## config.mk

```make
export PLATFORM = sky130hd
export DESIGN_NAME = mem_port_arbiter
export DESIGN_NICKNAME = d
export VERILOG_FILES = /design/src/rtl/mem_port_arbiter.sv
export SDC_FILE = /design/constraint.sdc
export NUM_CORES = 1
export LEC_CHECK = 0
export CORE_ASPECT_RATIO = 1.75
export CORE_MARGIN = 1
export CORE_UTILIZATION = 30
export DETAILED_ROUTE_END_ITERATION = 8
export DONT_BUFFER_PORTS = 1
export PLACE_DENSITY_LB_ADDON = 0.08
export SLEW_MARGIN = 0
export SYNTH_ARGS = -nofsm -noshare
export SYNTH_HDL_FRONTEND = slang
export SYNTH_SLANG_ARGS = --single-unit
```

## constraint.sdc

```tcl
create_clock -name clk -period 4.62 [get_ports clk]
set_clock_uncertainty 0.1 [all_clocks]
set_input_delay 0.462 -clock clk [delete_from_list [all_inputs] [get_ports clk]]
set_output_delay 0.462 -clock clk [all_outputs]
set_load 0.02 [all_outputs]
```

## src/rtl/mem_port_arbiter.sv

```systemverilog
// Arbitrates one fixed-latency single-ported memory between the fetch (IF) and
// data (DM) ports, with DM priority bounded by a starvation limit and a final dump on halt.
module mem_port_arbiter #(
  parameter int MEM_LAT    = 4,
  parameter int STARVE_MAX = 3
) (
  input  logic        clk,
  input  logic        rst,
  input  logic        if_req,
  input  logic [15:0] if_addr,
  output logic        if_done,
  output logic [15:0] if_rdata,
  output logic        if_stall,
  input  logic        dm_req,
  input  logic        dm_wr,
  input  logic [15:0] dm_addr,
  input  logic [15:0] dm_wdata,
  output logic        dm_done,
  output logic [15:0] dm_rdata,
  output logic        dm_stall,
  input  logic        halt,
  output logic        mem_en,
  output logic        mem_wr,
  output logic [15:0] mem_addr,
  output logic [15:0] mem_wdata,
  input  logic [15:0] mem_rdata,
  output logic        mem_createdump,
  output logic        busy
);

  localparam int CW = $clog2(MEM_LAT + 1);
  localparam int SW = $clog2(STARVE_MAX + 1);

  typedef enum logic [2:0] {IDLE, ISSUE, WAIT, RESP, HALTED} state_t;

  state_t        state;
  logic [CW-1:0] cnt;
  logic [SW-1:0] starve_cnt;
  logic          owner_dm;
  logic          lat_wr;
  logic          grant_dm;
  logic          grant_if;

  // DM normally wins; IF is forced through once DM has won STARVE_MAX times in its face.
  always_comb begin
    grant_dm = dm_req && !(starve_cnt == SW'(STARVE_MAX) && if_req);
    grant_if = if_req && !grant_dm;
  end

  assign if_stall = if_req & ~if_done;
  assign dm_stall = dm_req & ~dm_done;
  assign busy     = (state != IDLE) && (state != HALTED);

  always_ff @(posedge clk) begin
    if (!rst) begin
      state          <= IDLE;
      cnt            <= '0;
      starve_cnt     <= '0;
      owner_dm       <= 1'b0;
      lat_wr         <= 1'b0;
      mem_en         <= 1'b0;
      mem_wr         <= 1'b0;
      mem_addr       <= '0;
      mem_wdata      <= '0;
      mem_createdump <= 1'b0;
      if_done        <= 1'b0;
      dm_done        <= 1'b0;
      if_rdata       <= '0;
      dm_rdata       <= '0;
    end else begin
      mem_en         <= 1'b0;
      mem_wr         <= 1'b0;
      mem_createdump <= 1'b0;
      if_done        <= 1'b0;
      dm_done        <= 1'b0;
      case (state)
        // RESP shares the grant logic with IDLE so accesses can run back-to-back.
        IDLE, RESP: begin
          if (halt) begin
            state          <= HALTED;
            mem_createdump <= 1'b1;
          end else if (grant_dm || grant_if) begin
            state     <= ISSUE;
            owner_dm  <= grant_dm;
            lat_wr    <= grant_dm & dm_wr;
            mem_en    <= 1'b1;
            mem_wr    <= grant_dm & dm_wr;
            mem_addr  <= grant_dm ? dm_addr : if_addr;
            mem_wdata <= grant_dm ? dm_wdata : '0;
            if (grant_if)
              starve_cnt <= '0;
            else if (if_req && starve_cnt != SW'(STARVE_MAX))
              starve_cnt <= starve_cnt + SW'(1);
          end else begin
            state <= IDLE;
          end
        end
        ISSUE: begin
          cnt   <= CW'(MEM_LAT);
          state <= WAIT;
        end
        WAIT: begin
          cnt <= cnt - CW'(1);
          if (cnt == CW'(1)) begin
            state <= RESP;
            if (owner_dm) begin
              dm_done  <= 1'b1;
              dm_rdata <= lat_wr ? 16'h0000 : mem_rdata;
            end else begin
              if_done  <= 1'b1;
              if_rdata <= mem_rdata;
            end
          end
        end
        HALTED: state <= HALTED;
        default: state <= IDLE;
      endcase
    end
  end

endmodule

```

# [Yosys cells after proc, flatten, opt, wreduce, memory -nomap -nowiden]
# Index checks and enable logic that the tools add are counted.
[classes] add_sub_neg=2 n_bitwise=10 eq_ne=9 n_reduce_logical=21 mux=14
[op_table] cell="16-bit two-way mux" count=3
[op_table] cell="3-bit one-hot mux with 4 select lines" count=1
[op_table] cell="3-bit AND reduction" count=4
[op_table] cell="1-bit inverter" count=7
[op_table] cell="3-bit by 1-bit equality test with 1-bit output (second input constant)" count=2
[op_table] cell="3-bit by 2-bit equality test with 1-bit output (second input constant)" count=2
[op_table] cell="3-bit two-way mux" count=2
[op_table] cell="3-bit one-hot mux with 2 select lines" count=1
[op_table] cell="1-bit logical AND" count=5
[op_table] cell="1-bit two-way mux" count=5
[op_table] cell="2-bit two-way mux" count=2
[op_table] cell="2-bit inequality test (second input constant)" count=2
[op_table] cell="4-bit AND reduction" count=1
[op_table] cell="2-bit nonzero test" count=2
[op_table] cell="4-bit OR reduction" count=1
[op_table] cell="1-bit AND" count=3
[op_table] cell="3-bit equality test (second input constant)" count=1
[op_table] cell="3-bit logical NOT" count=1
[op_table] cell="3-bit inequality test (second input constant)" count=1
[op_table] cell="3-bit nonzero test" count=1
[op_table] cell="3-bit OR reduction" count=1
[op_table] cell="3-bit by 1-bit subtractor with 3-bit output (second input constant)" count=1
[op_table] cell="2-bit by 1-bit adder with 2-bit output (second input constant)" count=1
[op_table] cell="2-bit equality test (second input constant)" count=1
[op_table] cell="other kinds (4)" count=5
[totals] output_inout_bits=72 ff_bits=79 inputBits=70 wordCells=70

# [Logic depth before layout (Yosys ltp)]
# Gate-level depths: netlist of the first run.
[logic_depth] depth_word=10 mapped_depth=8 mapped_depth_nobuf=6

# [Least setup slack after synthesis of the first run]
# Ideal clock, no wire load.
[synth_timing] path_kind="reg-to-reg" startpoint="register cnt[1]" endpoint="register dm_rdata[10]" synth_period_minus_slack_ns=1.654 arrival_time_ns=1.484 n_path_buf=1 stages_incl_launch_ff=8 required_ns=4.449 setup_slack_ns=2.966 cell_sequence="dfxtp_1 > inv_1 > ha_1 > and4bb_2 > nand3_2 > buf_6 > or3b_1 > a21oi_1"
[synth_via] elab_chain_len=2
[synth_lines] item="start, declared" line="37" source="logic [CW-1:0] cnt;"
[synth_lines] item="start signal, assigned" line="99" source="cnt <= CW'(MEM_LAT);"
[synth_lines] item="start signal, assigned" line="103" source="cnt <= cnt - CW'(1);"
[synth_lines] item="3-bit by 1-bit equality test with 1-bit output" line="104" source="if (cnt == CW'(1)) begin"
[synth_lines] item="3-bit AND reduction (no source line)"
[synth_lines] item="end signal, assigned" line="108" source="dm_rdata <= lat_wr ? 16'h0000 : mem_rdata;"
[synth_lines] item="end, declared" line="19" source="output logic [15:0] dm_rdata,"
# No other way between the ends.
# A chain may end at the register's enable or synchronous reset.

# [Worst setup path in the final report of the first run]
[layout_timing] startpoint="register cnt[0]" endpoint="register dm_rdata[10]"
# Same word-level chain as after synthesis.

==> flow_metrics.tcl, run 1 <==
set metrics [dict create \
    yosysMostFrequentCell "dfxtp_1" \
    crit_type "reg -> reg" \
    fin_nets 422 \
    grt.overflow.total 0 \
    startpoint_type "flop" \
    tightest_slew_ns 1.05 \
    cts_resized 0 \
    dr_total_vias 2461 \
    max_freq_mhz 466 \
    min_from "mem_rdata[12]" \
    port_buffers 0 \
    antenna-diode-count 0 \
    holdPathEnd "if_rdata[12]" \
    cts_setup_buffers 0 \
    clkTransAtPathRegs_ns 0.06 \
    syn-mean-instance-area_um2 8.37 \
    reg2reg_slack_ns 2.47 \
    syn-num-nets 442 \
    ant_nets 0 \
    dieWidth_um 78.7 \
    drive_gt1_share_pct 5.68 \
    drv_slew 0 \
    wl_per_cell_um 16.8 \
    worstPathArrival_ns 2.29 \
    yosysTopAreaCellShare_pct 51.2 \
    final_area_um2 3440 \
    initial_core_util_pct 31.2 \
    fin_setup_tns_ns 0 \
    vias_per_cell 5.16 \
    period_needed_ns 2.15 \
    p_leak_nw 1.19 \
    cts_tree "yes" \
    setup_viol 0 \
    synth_ff_type "dfxtp_1" \
    power_density_nw_per_um2 486 \
    synth_top_cells_by_area "dfxtp_1 51%, a21oi_1 9.2%, nand2_1 7.3%, nand3_1 5.7%, o21ai_1 5.3%" \
    first_global_vias 2280 \
    cts_made_buffers 9 \
    ios 142 \
    wl_mm 8.00 \
    antenna_found_initial 0 \
    cp-end-kind "flop" \
    async_flop_share_pct 0 \
    clock-root-buffer "clkbuf_16" \
    rsz0062_at_grt "no" \
    placed_area_um2 3100 \
    critPathRequiredTime_ns 4.77 \
    dp_hpwl_mm 5.27 \
    yosys.area.top_type "dfxtp_1" \
    h-tree-depth 3 \
    core_um2 9910 \
    firstDrtPassIters 4 \
    synth-edff-count 0 \
    yosysWarningCount 0 \
    ys_types 31 \
    hold_path_class "in -> reg" \
    die_h_um 136 \
    reg2reg_to "dm_rdata[10]" \
    postCtsHoldBufs 0 \
    synth.yosys.seq_area_share_pct 51.2 \
    whs_path_depth 2 \
    ir_worst_vdd_v 0.000175 \
    ys_ff_latch 79 \
    clk-insertion-delay-late_ns 0.33 \
    final_util_pct 34.7 \
    num_rows 48 \
    clk_path_buf_depth 2 \
    area_delta_synth_final_pct 11.3 \
    place_congestion 0.679 \
    drt-initial-drc-count 81 \
    fillers 1052 \
    clock_sinks 79 \
    timing.final.crit_share_pct 46.5 \
    drc 0 \
    grt_max_degree 56 \
    cp_max_fo 33 \
    rr_startpoint "cnt[0]" \
    synth_common_cells "79 x dfxtp_1, 60 x nand2_1, 57 x a21oi_1" \
    timing.slew.headroom_pct 29.2 \
    grtUsageTotal_pct 15.0 \
    grt_pass1_wl_mm 12.2 \
    syn_inst 369 \
    r2r_cells 5 \
    status "completed" \
    finalHoldViolCount 0 \
    dieArea_um2 10700 \
    maxCapViolCount 0 \
    netlist_area_um2 3090 \
]
kinds of logic after synthesis:
kind of cell    synth area share (%)
buf+inv                         5.75
simple gates                    21.9
compound gates                  19.0
flops                           51.2
mux                            0.648
fa+ha+maj                       1.22
xor+xnor                       0.284
power by group:
part	leakage, nW	switching (mW)	internal, mW	total (mW)
registers	0.642	0.0538	0.711	0.765
logic	0.387	0.0685	0.0369	0.105
clock network	0.164	0.265	0.535	0.800
critical path, cell delays in order, from the launching register on:
cell	delay, ns
dfxtp_1	0.38
ha_1	0.16
and4bb_2	0.26
nand3_2	0.48
or3b_1	0.54
a21oi_1	0.14
how the worst max path moves through the flow:
stage               depth (start not counted)  slack, ns     start      endpoint
finish                                      5       2.47    cnt[0]  dm_rdata[10]
global route                                4       2.22  state[0]        mem_wr
CTS                                         5       2.45    cnt[0]   dm_rdata[7]
detailed placement                          5       2.47    cnt[0]  dm_rdata[15]
global placement                            6       2.54    cnt[1]   dm_rdata[4]
floorplan                                   7       2.97    cnt[1]  dm_rdata[10]
cell type report:
type	count	area [um2]	share of cell area, %
Tap cell	125	156	4.55
Clock inverter	4	95.1	2.77
Timing Repair Buffer	1	7.51	0.218
Clock buffer	10	239	6.95
Inverter	7	26.3	0.764
Sequential cell	79	1580	46.0
Multi-Input combinational cell	251	1330	38.8
metal layers:
metal | vias to the layer above | GRT usage, % | wire length, um
met5 | - | 0 | 0
met2 | 101 | 25.7 | 4140
met3 | 13 | 5.17 | 622
met4 | 0 | 7.20 | 171
met1 | 1107 | 16.3 | 3060
li1 | 1240 | - | -
cells in the final DEF, fill, tap and decap left out, types with 3 or more instances in the layout:
cell type / n
dfxtp_1: 79
nand2_1: 60
a21oi_1: 56
nand3_1: 35
o21ai_1: 33
or3b_1: 16
o22ai_1: 16
nor2_1: 9
clkbuf_16: 9
inv_1: 5
ha_1: 3
bufinv_16: 3
sequential cells by signal, summed over array words and instances (netlist names):
register,flops
dm_rdata,16
if_rdata,16
mem_addr,16
mem_wdata,16
cnt,3
state,3
starve_cnt,2
dm_done,1
if_done,1
lat_wr,1
mem_createdump,1
mem_en,1
mem_wr,1
owner_dm,1
metrics by stage:
| step | instances | hold slack [ns] | power [mW] | setup WS (ns) |
|---|---|---|---|---|
| finish | 477 | 0.160 | 1.67 | 2.47 |
| global route | 477 | 0.146 | 1.75 | 2.22 |
| CTS | 477 | 0.144 | 1.70 | 2.45 |
| detailed placement | 463 | 0.367 | 0.886 | 2.47 |
| global placement | 463 | 0.364 | 0.886 | 2.54 |
| floorplan | 369 | 0.342 | 0.869 | 2.97 |
Power figures use the tool's default switching activity.
==> run 2: changes to the inputs <==
--- a/config.mk
+++ b/config.mk
@@ -5,6 +5,7 @@
 export SDC_FILE = /design/constraint.sdc
 export NUM_CORES = 1
 export LEC_CHECK = 0
+export ABC_AREA = 1
 export CORE_ASPECT_RATIO = 1.75
 export CORE_MARGIN = 1
 export CORE_UTILIZATION = 30
==> constraint.sdc (replaced) <==
create_clock -name clk -period 2.2 [get_ports clk]
set_clock_uncertainty 0.1 [all_clocks]
set_input_delay 0.22 -clock clk [delete_from_list [all_inputs] [get_ports clk]]
set_output_delay 0.22 -clock clk [all_outputs]
set_load 0.02 [all_outputs]
==> flow_metrics.tcl, run 2 <==
set metrics [dict create \
    status "completed" \
    power.total_mw 3.61 \
    clock-root-buffer "clkbuf_16" \
    place_congestion 0.675 \
    dieArea_um2 11800 \
    placedCellCount 606 \
    place_worst_setup_slack_ns 0.190 \
    ant_nets 0 \
    synth-edff-count 0 \
    core_um2 11100 \
    wl_mm 9.10 \
    num_rows 51 \
    path_cells "inv_1 -> nand3_1 -> nand2_2 -> buf_4 -> nand2_1 -> o21ai_0 -> nand2_1 -> dlygate4sd3_1 -> inv_1" \
    yosys.area.top_type "dfxtp_1" \
    grtUsageTotal_pct 15.3 \
    grt.overflow.total 0 \
    wl_per_cell_um 14.2 \
    syn-num-nets 569 \
    setup_viol 0 \
    maxCapViolCount 0 \
    fillers 1234 \
    cp-end-kind "flop" \
    drive_gt1_share_pct 6.85 \
    h-tree-depth 3 \
    power_density_nw_per_um2 901 \
    port_buffers 0 \
    cts_tree "yes" \
    grt_pass1_wl_mm 13.5 \
    worstPathBufferInverterCount 4 \
    yosysMostFrequentCell "nand2_1" \
    fin_nets 579 \
    ys_types 23 \
    cts_made_buffers 9 \
    ir_worst_vdd_v 0.000475 \
    crit_slowest_cell "dlygate4sd3_1" \
    whs_ns 0.00550 \
    critPathRequiredTime_ns 2.39 \
    drc 0 \
    vias_per_cell 4.67 \
    firstDrtPassIters 4 \
    layout_setup_ws_ns 0.313 \
    ios 142 \
    synth.yosys.seq_area_share_pct 46.2 \
    clk_path_buf_depth 2 \
    final_common_cell "nand2_1" \
    antenna-diode-count 0 \
    synth_common_cells "135 x nand2_1, 92 x nor2_1, 79 x dfxtp_1" \
    syn-mean-instance-area_um2 6.89 \
    yosysWarningCount 0 \
    first_global_vias 2737 \
    finalHoldViolCount 0 \
    worstPathArrival_ns 2.07 \
    clkTransAtPathRegs_ns 0.06 \
    mostFrequentLayoutCells "135 x nand2_1, 92 x nor2_1, 79 x dfxtp_1" \
    drv_slew 0 \
    slowest_delay_ns 0.55 \
    tightest_slew_ns 0.549 \
    antenna_found_initial 0 \
    ys_ff_latch 79 \
    grt_max_degree 71 \
    area_delta_synth_final_pct 17.2 \
    initial_core_util_pct 30.8 \
    dieWidth_um 82.7 \
    hold_path_class "in -> reg" \
    period_needed_ns 1.89 \
    synth_ff_type "dfxtp_1" \
    cp_max_fo 23 \
    async_flop_share_pct 0 \
    clock_sinks 79 \
    synth_top_cells_by_area "dfxtp_1 46%, nand2_1 15%, nor2_1 10%, nand3_1 5.7%, inv_1 5.5%" \
    timing.final.crit_share_pct 85.8 \
    crit_family "buffers and inverters" \
    die_h_um 143 \
    yosysTopAreaCellShare_pct 46.2 \
    clk-insertion-delay-late_ns 0.34 \
    dr_total_vias 3003 \
    netlist_area_um2 3420 \
    syn_inst 496 \
    drt-initial-drc-count 95 \
    dp_hpwl_mm 6.21 \
    p_leak_nw 1.87 \
    crit_type "reg -> reg" \
    stdcell_count 643 \
    startpoint_type "flop" \
    max_freq_mhz 530 \
    timing.slew.headroom_pct 63.4 \
    fin_setup_tns_ns 0 \
    rsz0062_at_grt "no" \
]
[run 2: through the flow]
step | util [%] | area [um2]
finish | 36.1 | 4010
global route | 36.1 | 4010
CTS | 36.1 | 4010
detailed placement | 31.2 | 3470
global placement | 31.2 | 3470
floorplan | - | 3420
[run 2: cells by family after synthesis]
family	Yosys count	share of synthesized area, %
AOI/OAI and AO/OA	42	6.48
DFF	79	46.2
adders and majority gates	3	1.10
buffers and inverters	82	10.5
and+or+nand+nor	290	35.6
[run 2: routing by layer]
| metal | share of wire [%] | track usage (%) | vias to the layer above |
|---|---|---|---|
| met2 | 51 | 26.6 | 99 |
| met3 | 7.0 | 3.77 | 14 |
| li1 | - | - | 1555 |
| met1 | 39 | 16.3 | 1335 |
| met5 | 0 | 0 | - |
| met4 | 2.7 | 8.80 | 0 |
[run 2: final timing paths]
path / startpoint / end / slack [ns] / cells after the start
max reg2reg: state[2] / state[2] / 0.31 / 9
min reg2reg: cnt[1] / cnt[1] / 0.37 / 2
max: state[2] / state[2] / 0.31 / 9
min: dm_wr / mem_wr / 0.006 / 4
[run 2: tightest hold or removal path, cell delays in order]
cell and delay (ns):
inv_1 0.03, nor2_1 0.04, nand2_1 0.07, inv_1 0.04
[run 2: repair_timing]
| action | in CTS | in global routing |
|---|---|---|
| endpoints found under the hold margin | 54 | 0 |
| setup endpoints to repair | 0 | 6 |
| resized for setup | 0 | 1 |
| hold buffers | 21 | 0 |
| buffers inserted | 0 | 0 |
[run 2: area by class of cell]
class,instances,area [um2],area share (%)
multi-input cells,335,1480,36.9
inverters,55,210,5.24
clock buffers,11,253,6.30
clock inverters,5,56.3,1.40
well taps,132,165,4.12
flip-flops and latches,79,1580,39.5
repair buffers,26,265,6.62
[run 2: power breakdown]
group / switching [mW] / leakage [nW] / internal (mW)
sequential: 0.129 / 0.642 / 1.51
combinational: 0.290 / 1.08 / 0.154
clock: 0.591 / 0.152 / 0.938
total: 1.01 / 1.87 / 2.60
==> run 3: changes to the inputs <==
--- a/config.mk
+++ b/config.mk
@@ -7,7 +7,7 @@
 export LEC_CHECK = 0
 export ABC_AREA = 1
 export CORE_ASPECT_RATIO = 1.75
-export CORE_MARGIN = 1
+export CORE_MARGIN = 2
 export CORE_UTILIZATION = 30
 export DETAILED_ROUTE_END_ITERATION = 8
 export DONT_BUFFER_PORTS = 1
==> flow_metrics.tcl, run 3 (synthesized netlist as in run 2, its figures left out) <==
set metrics [dict create \
    power_density_nw_per_um2 947 \
    p_seq_share_pct 43.0 \
    die_h_um 145 \
    critPathRequiredTime_ns 2.38 \
    p_leak_nw 1.88 \
    initial_core_util_pct 30.8 \
    cp-end-kind "flop" \
    grt.overflow.total 0 \
    cts_made_buffers 9 \
    h-tree-depth 3 \
    cts_setup_buffers 0 \
    dp_hpwl_mm 6.36 \
    wl_per_cell_um 14.5 \
    wl_mm 9.29 \
    cts_tree "yes" \
    crit_family "buffers and inverters" \
    tightest_slew_ns 0.569 \
    slowest_delay_ns 0.55 \
    finalHoldViolCount 0 \
    status "completed" \
    vias_per_cell 4.67 \
    mostFrequentLayoutCells "135 x nand2_1, 92 x nor2_1, 79 x dfxtp_1" \
    rsz0062_at_grt "no" \
    clk-insertion-delay-late_ns 0.33 \
    place_congestion 0.730 \
    worstPathArrival_ns 2.06 \
    startpoint_type "flop" \
    clkTransAtPathRegs_ns 0.06 \
    fin_nets 577 \
    first_global_vias 2764 \
    final_area_um2 4030 \
    clk_path_buf_depth 2 \
    grt_max_degree 71 \
    fin_setup_tns_ns 0 \
    ir_worst_vdd_v 0.000794 \
    worstPathBufferInverterCount 4 \
    crit_type "reg -> reg" \
    drv_slew 0 \
    ios 142 \
    crit_slowest_cell "dlygate4sd3_1" \
    power_frac_clock_pct 45.4 \
    comb_power_share_pct 11.6 \
    dr_total_vias 2992 \
    core_um2 11100 \
    drt-initial-drc-count 74 \
    drive_gt1_share_pct 6.88 \
    area_delta_synth_final_pct 17.7 \
    hold_path_class "in -> reg" \
    setup_viol 0 \
    timing.final.crit_share_pct 85.4 \
    p_sw_mw 1.02 \
    clock_sinks 79 \
    max_freq_mhz 532 \
    antenna-diode-count 0 \
    switching_share_pct 26.6 \
    internal-power_mw 2.80 \
    num_rows 51 \
    dieArea_um2 12300 \
    port_buffers 0 \
    period_needed_ns 1.88 \
    cp_max_fo 23 \
    grtUsageTotal_pct 14.9 \
    clock-root-buffer "clkbuf_16" \
    timing.slew.headroom_pct 62.1 \
    reg2reg_slack_ns 0.32 \
    dieWidth_um 84.7 \
    maxCapViolCount 0 \
    drc 0 \
    final_common_cell "nand2_1" \
    path_cells "inv_1 -> nand3_1 -> nand2_2 -> buf_4 -> nand2_1 -> o21ai_0 -> nand2_1 -> dlygate4sd3_1 -> inv_1" \
    ant_nets 0 \
    grt_pass1_wl_mm 14.6 \
    antenna_found_initial 0 \
    placed_area_um2 3470 \
    firstDrtPassIters 4 \
]
==> run 3: final timing paths <==
check,end,startpoint,depth (start not counted)
min reg2reg,cnt[1],cnt[1],2
max reg2reg,state[2],state[2],9
max,state[2],state[2],9
min,mem_addr[10],dm_addr[10],4
==> run 3: layer usage <==
| metal | global-route usage [%] | share of wire, % | vias up |
|---|---|---|---|
| li1 | - | - | 1551 |
| met1 | 17.2 | 39 | 1334 |
| met2 | 25.7 | 52 | 99 |
| met3 | 4.95 | 7.2 | 8 |
| met4 | 4.92 | 1.5 | 0 |
| met5 | 0 | 0 | - |
==> run 3: area by class of cell <==
cell class	count	area (um2)
Clock buffer	10	239
Clock inverter	6	108
Fill cell	1193	7080
Inverter	55	210
Multi-Input combinational cell	335	1480
Sequential cell	79	1580
Tap cell	132	165
Timing Repair Buffer	24	245
==> run 3: worst register-to-register path: cells and delay by family, from the launching register on <==
kind / cells / cell delay [ns]
flops: 1 / 0.30
buf+inv: 4 / 1.00
compound gates: 1 / 0.08
simple gates: 4 / 0.35
==> run 3: stage by stage <==
stage	std cells	util, %	hold slack [ns]	worst slack, ns	power, mW
floorplan	496	-	0.268	0.809	2.00
CTS	641	36.2	0.000688	0.204	3.87
global placement	606	31.2	0.235	0.291	2.06
global route	641	36.3	0.00891	0.138	4.02
finish	641	36.3	0.00966	0.321	3.81
detailed placement	606	31.2	0.238	0.184	2.07
==> run 3: timing repair <==
action	in CTS	in global routing
hold buffers	19	0
resized for setup	0	1
hold endpoints to repair	54	0
setup endpoints to repair	0	11
==> run 3: power by group through the flow <==
| stage | combinational, mW | sequential [mW] | clock [mW] |
|---|---|---|---|
| after floorplan | 0.353 | 1.65 | 0 |
| after CTS | 0.452 | 1.64 | 1.78 |
| after global routing | 0.513 | 1.65 | 1.86 |
| after detailed placement | 0.393 | 1.67 | 0 |
| final | 0.443 | 1.64 | 1.73 |
| after global placement | 0.387 | 1.67 | 0 |
